### config.mk
export PLATFORM = sky130hd
export DESIGN_NAME = bcd2binary_flat
export DESIGN_NICKNAME = d
export VERILOG_FILES = /design/src/rtl/bcd_pkg.sv /design/src/rtl/bcd2binary_if.sv /design/src/rtl/bcd_mac10.sv /design/src/rtl/bcd2binary.sv /design/src/flat_wrapper.sv
export SDC_FILE = /design/constraint.sdc
export NUM_CORES = 1
export LEC_CHECK = 0
export CELL_PAD_IN_SITES_DETAIL_PLACEMENT = 1
export CELL_PAD_IN_SITES_GLOBAL_PLACEMENT = 1
export CORE_UTILIZATION = 30
export DETAILED_ROUTE_END_ITERATION = 8
export PLACE_DENSITY = 0.67
export SETUP_SLACK_MARGIN = 0.5
export SLEW_MARGIN = 15
export SYNTH_ARGS = -nofsm -noshare
export SYNTH_HDL_FRONTEND = slang
export SYNTH_SLANG_ARGS = --single-unit
### constraint.sdc
create_clock -name clk -period 9.4 [get_ports clk]
set_input_delay 1.41 -clock clk [delete_from_list [all_inputs] [get_ports clk]]
set_output_delay 1.41 -clock clk [all_outputs]
set_load 0.02 [all_outputs]
### src/rtl/bcd_pkg.sv
// Shared types and constants for the BCD-to-binary converter.
// State encoding is exposed on the debug port: IDLE=0, CONV=1, DONE=2.
package bcd_pkg;

    localparam int BIN_W   = 14;
    localparam int DIGITS  = 4;
    localparam int BCD_MAX = 9;

    typedef enum logic [1:0] {
        IDLE = 2'd0,
        CONV = 2'd1,
        DONE = 2'd2
    } state_t;

    function automatic logic digit_bad(input logic [3:0] d);
        return d > 4'(BCD_MAX);
    endfunction

endpackage

### src/rtl/bcd2binary_if.sv
// Request/result bundle of the BCD-to-binary converter.
// master: start + four BCD digits out, result/status in; slave: the converter.
interface bcd2binary_if;
    import bcd_pkg::*;

    logic             start;
    logic [3:0]       bcd3;
    logic [3:0]       bcd2;
    logic [3:0]       bcd1;
    logic [3:0]       bcd0;
    logic [BIN_W-1:0] out;
    logic             ready;
    logic             done_tick;
    logic             err;

    modport master (
        output start, bcd3, bcd2, bcd1, bcd0,
        input  out, ready, done_tick, err
    );

    modport slave (
        input  start, bcd3, bcd2, bcd1, bcd0,
        output out, ready, done_tick, err
    );

endinterface

### src/rtl/bcd_mac10.sv
// Combinational multiply-by-ten-and-add: sum = acc*10 + digit, mod 2^14.
// Ports: acc[13:0], digit[3:0] in; sum[13:0] out.
module bcd_mac10
    import bcd_pkg::*;
(
    input  logic [BIN_W-1:0] acc,
    input  logic [3:0]       digit,
    output logic [BIN_W-1:0] sum
);

    localparam int W = 18;

    logic [W-1:0] w_ext;

    assign w_ext = {4'b0, acc};

    // x10 as shift-add at 18 bits, then truncated back to the result width
    assign sum = BIN_W'((w_ext << 3) + (w_ext << 1) + W'(digit));

endmodule

### src/rtl/bcd2binary.sv
// Four-digit BCD to 14-bit binary converter, one digit per cycle (MSD first).
// Ports: clk, reset (sync, active-high), bus (bcd2binary_if.slave:
// start, bcd3..bcd0 in; out, ready, done_tick, err out), state/count debug.
// Optional macro BCD2BIN_ERRCHK_EN: reject digits > 9 with err=1, out=0.
module bcd2binary
    import bcd_pkg::*;
(
    input  logic       clk,
    input  logic       reset,
    bcd2binary_if.slave bus,
    output logic [1:0] state,
    output logic [1:0] count
);

    state_t                r_state;
    logic [1:0]            r_count;
    logic [BIN_W-1:0]      r_acc;
    logic [BIN_W-1:0]      r_out;
    logic [DIGITS-1:0][3:0] r_dig;
    logic                  r_done;
    logic                  r_err;

    logic [3:0]            w_digit;
    logic [BIN_W-1:0]      w_sum;
    logic                  w_bad;

    assign w_digit = r_dig[r_count];

    bcd_mac10 u_mac (
        .acc   (r_acc),
        .digit (w_digit),
        .sum   (w_sum)
    );

`ifdef BCD2BIN_ERRCHK_EN
    assign w_bad = digit_bad(bus.bcd3) | digit_bad(bus.bcd2)
                 | digit_bad(bus.bcd1) | digit_bad(bus.bcd0);
`else
    assign w_bad = 1'b0;
`endif

    always_ff @(posedge clk) begin
        if (reset) begin
            r_state <= IDLE;
            r_count <= 2'd0;
            r_acc   <= '0;
            r_out   <= '0;
            r_dig   <= '0;
            r_done  <= 1'b0;
            r_err   <= 1'b0;
        end else begin
            r_done <= 1'b0;
            case (r_state)
                IDLE: begin
                    if (bus.start) begin
                        r_dig   <= {bus.bcd3, bus.bcd2, bus.bcd1, bus.bcd0};
                        r_acc   <= '0;
                        r_count <= 2'd3;
                        r_err   <= 1'b0;
                        if (w_bad) begin
                            // bad digit: skip conversion, report at once
                            r_err   <= 1'b1;
                            r_out   <= '0;
                            r_done  <= 1'b1;
                            r_state <= DONE;
                        end else begin
                            r_state <= CONV;
                        end
                    end
                end
                CONV: begin
                    r_acc <= w_sum;
                    if (r_count == 2'd0) begin
                        r_out   <= w_sum;
                        r_done  <= 1'b1;
                        r_state <= DONE;
                    end else begin
                        r_count <= r_count - 2'd1;
                    end
                end
                DONE: begin
                    r_state <= IDLE;
                end
                default: begin
                    r_state <= IDLE;
                end
            endcase
        end
    end

    assign bus.ready     = (r_state == IDLE);
    assign bus.out       = r_out;
    assign bus.done_tick = r_done;
    assign bus.err       = r_err;
    assign state         = r_state;
    assign count         = r_count;

endmodule

### src/flat_wrapper.sv
// flat-port wrapper written by rule: the top's interface ports become plain ports
module bcd2binary_flat import bcd_pkg::*;
  (clk, reset, state, count, bus_start, bus_bcd3, bus_bcd2, bus_bcd1, bus_bcd0, bus_out, bus_ready, bus_done_tick, bus_err);
  bcd2binary_if bus_i ();
  input  logic clk;
  input  logic reset;
  output logic [1:0] state;
  output logic [1:0] count;
  input wire logic [$bits(bus_i.start)-1:0] bus_start;
  input wire logic [$bits(bus_i.bcd3)-1:0] bus_bcd3;
  input wire logic [$bits(bus_i.bcd2)-1:0] bus_bcd2;
  input wire logic [$bits(bus_i.bcd1)-1:0] bus_bcd1;
  input wire logic [$bits(bus_i.bcd0)-1:0] bus_bcd0;
  output wire logic [$bits(bus_i.out)-1:0] bus_out;
  output wire logic [$bits(bus_i.ready)-1:0] bus_ready;
  output wire logic [$bits(bus_i.done_tick)-1:0] bus_done_tick;
  output wire logic [$bits(bus_i.err)-1:0] bus_err;
  assign bus_i.start = bus_start;
  assign bus_i.bcd3 = bus_bcd3;
  assign bus_i.bcd2 = bus_bcd2;
  assign bus_i.bcd1 = bus_bcd1;
  assign bus_i.bcd0 = bus_bcd0;
  assign bus_out = bus_i.out;
  assign bus_ready = bus_i.ready;
  assign bus_done_tick = bus_i.done_tick;
  assign bus_err = bus_i.err;
  bcd2binary u_core (.clk(clk), .reset(reset), .bus(bus_i), .state(state), .count(count));
endmodule
==> Word level (Yosys, flattened, before mapping) <==
Cells that the tools add are included.
{ "totals": {"reg_bits": 48, "in_bits": 19, "out_inout_bits": 21, "wordCells": 38} }
{ "classes": {"n_addsub": 3, "order_cmp": 1, "n_eq_ne": 4, "muxes": 11, "bitwise_logic": 1, "n_reduce_logical": 9} }
{ "op_table": {"columns": ["op", "count"], "rows": [
  ["$pmux 13 s2", 1],
  ["$add 14x14->14", 1],
  ["$add 14x4->14", 1],
  ["$mux 13", 1],
  ["$bmux 4 s2", 1],
  ["$mux 2", 4],
  ["$pmux 2 s2", 2],
  ["$reduce_and 2->1", 4],
  ["$logic_not 2->1", 2],
  ["$mux 4", 1],
  ["$ne 2x2->1 const B", 2],
  ["$lt 2x3->1 const B", 1],
  ["$reduce_and 3->1", 1],
  ["$eq 2x1->1 const B", 1],
  ["$ne 2x1->1 const B", 1],
  ["$reduce_bool 2->1", 1],
  ["$reduce_or 2->1", 1],
  ["$sub 2x1->2 const B", 1],
  ["$mux 1", 1],
  ["$not 1->1", 1]
]} }

==> Logic depth before layout (Yosys ltp) <==
{ "logic_depth": {"word_depth": 4, "ltp_mapped": 13, "depth_no_buf": 12} }

==> Hierarchy <==
Synthesis repeated with hierarchy kept, for this count alone.
{ "unflattened": {"cells_unflattened": 265, "hier_area_um2": 2478.6} }
{ "modules_own_cells": {"columns": ["module", "n_inst", "cells_per_inst", "area_per_inst_um2", "seq_area_each_um2"], "rows": [
  ["bcd2binary", 1, 190, 1823.0, 980.9],
  ["bcd_mac10", 1, 75, 655.6, 0.0]
]} }

==> Least setup slack after synthesis <==
Ideal clock, no wire load.
{ "synth_timing": {"kind": "register to register", "from": "reg u_core.r_count[1], in the netlist u_core.count[1]", "to": "reg u_core.r_acc[11]", "setup_time_ns": 0.128, "arrival_ns": 3.320, "required_ns": 9.272, "slack_ns": 5.952, "stages_incl_launch_ff": 14, "path_buffers": 1, "period_less_slack_ns": 3.448, "cell_sequence": "dfxtp_1 -> clkbuf_1 -> mux4_2 -> inv_1 -> fa_1 -> inv_1 -> ha_1 -> a21oi_1 -> nor2_1 -> o311a_1 -> o31a_1 -> or3_1 -> a31oi_1 -> nor2_1"} }
{ "synth_via": {"elab_chain_len": 4} }
{ "synth_lines": {"columns": ["item", "line_no", "rtl"], "rows": [
  ["start: declaration", "bcd2binary.sv:16", "logic [1:0] r_count;"],
  ["start signal: assignment", "bcd2binary.sv:78", "r_count <= r_count - 2'd1;"],
  ["$bmux 4 s2", "bcd2binary.sv:27", "assign w_digit = r_dig[r_count];"],
  ["$mux 4 (implied by the code)", "bcd2binary.sv:27", null],
  ["$add 14x4->14", "bcd_mac10.sv:18", "assign sum = BIN_W'((w_ext << 3) + (w_ext << 1) + W'(digit));"],
  ["$pmux 13 s2", "bcd2binary.sv:53", "case (r_state)"],
  ["end signal: assignment", "bcd2binary.sv:72", "r_acc <= w_sum;"],
  ["end: declaration", "bcd2binary.sv:17", "logic [BIN_W-1:0] r_acc;"]
]} }
Every way passes these cells. The select of a mux whose other input is x is not followed.
A chain may end at the register's enable or synchronous reset.

==> Final worst setup path <==
Same ends and word-level chain as after synthesis.

==> results.json <==
{
  "end_kind": "flip-flop",
  "drv_cap": 0,
  "antenna_left": 0,
  "hpwl_um": 4580,
  "post_cts_buffers": 0,
  "dieHeight_um": 91.8,
  "synthesis.nets": 331,
  "hold_path_class": "reg -> reg",
  "wl_um": 6060,
  "insertion_delay_ns": 0.30,
  "fin_cells": 420,
  "synthCells": 287,
  "drc": 0,
  "slew_headroom": 0.298,
  "arrival_ns": 3.58,
  "finalHoldViolCount": 0,
  "slowest_stage": "mux4_2",
  "n_antenna_cell": 0,
  "power.density_nw_per_um2": 141,
  "ir_drop_mv": 0.0579,
  "tritoncts": "yes",
  "path_delay_family": "compound AO/OA/AOI/OAI gates",
  "path_buf_inv": 2,
  "ys_warn_count": 0,
  "max_freq_mhz": 294,
  "placementRows": 32,
  "fillers": 929,
  "holdBufCountCts": 0,
  "yosys.area_share.xor_xnor": 0.0362,
  "p_leak_uw": 0.00119,
  "synth-seq-cells": 48,
  "synth-compound-area-share": 0.151,
  "io_pins": 40,
  "crit_chain": "mux4_2 -> inv_1 -> fa_1 -> inv_1 -> ha_1 -> a21oi_1 -> nor2_1 -> o311a_1 -> o31a_1 -> or3_1 -> a31oi_1 -> nor2_1",
  "grt_pass1_vias": 2112,
  "slowest_delay_ns": 0.55,
  "grt_max_degree": 49,
  "fin_skew_ns": 0.00953,
  "first_pass_iters": 4,
  "port_buffers": 38,
  "finalCriticalPeriod_ns": 3.40,
  "die_w_um": 91.8,
  "viasPerCell": 4.88,
  "initialDrtViolationCount": 53,
  "ys_seq_area_frac": 0.397,
  "worst_setup_path_start_kind": "flip-flop",
  "initial_core_util": 0.312,
  "synth_area_um2": 2420,
  "seq_area_um2": 961,
  "crit_type": "reg -> reg",
  "grt_setup_unrepaired": "false",
  "multi_input_area_um2": 1350,
  "avgSynthCellArea_um2": 8.44,
  "slew_viol_final": 0,
  "root_buffer": "clkbuf_8",
  "mostFrequentLayoutCells": "60 x nand2_1, 48 x dfxtp_1, 38 x a21oi_1, 38 x clkdlybuf4s50_1, 23 x ha_1",
  "area_delta_synth_final_pct": 22.7,
  "synth_top_family_by_area": "simple AND/OR/NAND/NOR gates",
  "worst-path-max-fanout": 7,
  "worst_slew_pin_slew_ns": 1.05,
  "grt_antenna_before_repair": 0,
  "cts_made_buffers": 5,
  "async_flop_share": 0,
  "period_share": 0.361,
  "yosys.area_share.adder": 0.135,
  "num_vias": 2048,
  "layout_commonest_cell": "nand2_1",
  "cts_sinks": 48,
  "grt_pass1_wl_um": 10200,
  "synth_flop_cell": "dfxtp_1",
  "dp.cells": 412,
  "path_clk_slew_ns": 0.09,
  "synth_mux_area_frac": 0.0372,
  "coreArea_um2": 7770,
  "htreeDepth": 2,
  "status": "finished, final reports clean",
  "gr-total-overflow": 0,
  "synth.distinct_cells": 32,
  "finalNetCount": 361,
  "cts_resized": 0,
  "setup-violations-final": 0,
  "dieArea_um2": 8430,
  "grt_usage": 0.153,
  "required_ns": 9.58,
  "yosys.area_share.simple": 0.195,
  "tns_ns": 0,
  "drive_gt1_frac": 0.0440,
  "post_drt_wl_per_cell_um": 14.4,
  "cts.path.max_buffers": 2,
  "place.gp.congestion": 0.814,
  "synth_edf_count": 0
}
## sequential cells by signal, indices dropped and copies added, names as in the netlist
name / count
u_core.bus.out: 14
u_core.state: 2
u_core.count: 2
u_core.r_dig: 16
u_core.r_acc: 13
u_core.bus.done_tick: 1
## synthesized netlist by cell type (all sizes together), types with 4 or more instances
library cell / number / share of area
nand2: 60 / 0.093
dfxtp: 48 / 0.40
a21oi: 39 / 0.082
ha: 23 / 0.12
clkbuf: 16 / 0.025
nor2: 13 / 0.020
inv: 12 / 0.019
o21ai: 12 / 0.025
nand3: 11 / 0.023
xnor2: 8 / 0.029
nor2b: 5 / 0.013
mux4: 4 / 0.037
nand3b: 4 / 0.012
## worst paths after layout
path              cells after the start                             from                               to  slack, ns
hold reg to reg                       2  u_core.bus.out[11]$_SDFFE_PP0P_  u_core.bus.out[11]$_SDFFE_PP0P_       0.46
setup reg to reg                     12     u_core.count[1]$_SDFFE_PP0P_    u_core.r_acc[11]$_SDFFE_PP0P_       6.00
hold / removal                        2  u_core.bus.out[11]$_SDFFE_PP0P_  u_core.bus.out[11]$_SDFFE_PP0P_       0.46
setup / recovery                     12     u_core.count[1]$_SDFFE_PP0P_    u_core.r_acc[11]$_SDFFE_PP0P_       6.00
## logic make-up (layout without fill, tap and decap cells)
logic type                 after synthesis  in the layout
buffers and inverters                   29             60
xor gates and xnor gates                10             10
other                                    1              1
DFF                                     48             48
and+or+nand+nor                        105            105
adders and majority gates               25             25
AOI/OAI and AO/OA                       65             65
muxes                                    4              4
## per-stage QoR
step,total power (µW),hold WS [ns],utilization,setup slack (ns),instance area (µm²)
3_3_place_gp,293,0.445,0.370,6.06,2880
2_1_floorplan,266,0.433,-,5.95,2420
6_report,419,0.460,0.382,6.00,2970
3_5_place_dp,295,0.448,0.370,6.01,2880
4_1_cts,427,0.462,0.382,5.99,2970
5_1_grt,440,0.479,0.382,5.81,2970
## tightest hold or removal path: stages, from the launching register on
cell	delay, ns
dfxtp_1	0.32
nand2_1	0.05
a21oi_1	0.05
## routing by layer
metal,vias to the layer above,GRT usage,part of all wire,wire length [µm]
met1,974,0.169,0.42,2570
li1,1031,-,-,-
met4,0,0.0352,0.010,63
met2,36,0.299,0.54,3260
met3,7,0.0282,0.027,163
met5,-,0,0,0
## report_power, final
group / leakage, µW / switching [µW] / total (µW) / internal [µW]
sequential: 0.000390 / 8.00 / 220 / 212
clock: 0.0000445 / 70.2 / 130 / 59.9
combinational: 0.000753 / 38.9 / 68.7 / 29.8
## cell type report
| cell class | instances | share of cell area |
|---|---|---|
| clock inverters | 1 | 0.00253 |
| repair buffers | 40 | 0.133 |
| multi-input cells | 210 | 0.454 |
| clock buffers | 7 | 0.0291 |
| inverters | 12 | 0.0152 |
| flip-flops and latches | 48 | 0.324 |
| well taps | 102 | 0.0430 |
No activity file was read; power rests on OpenSTA's default activity.
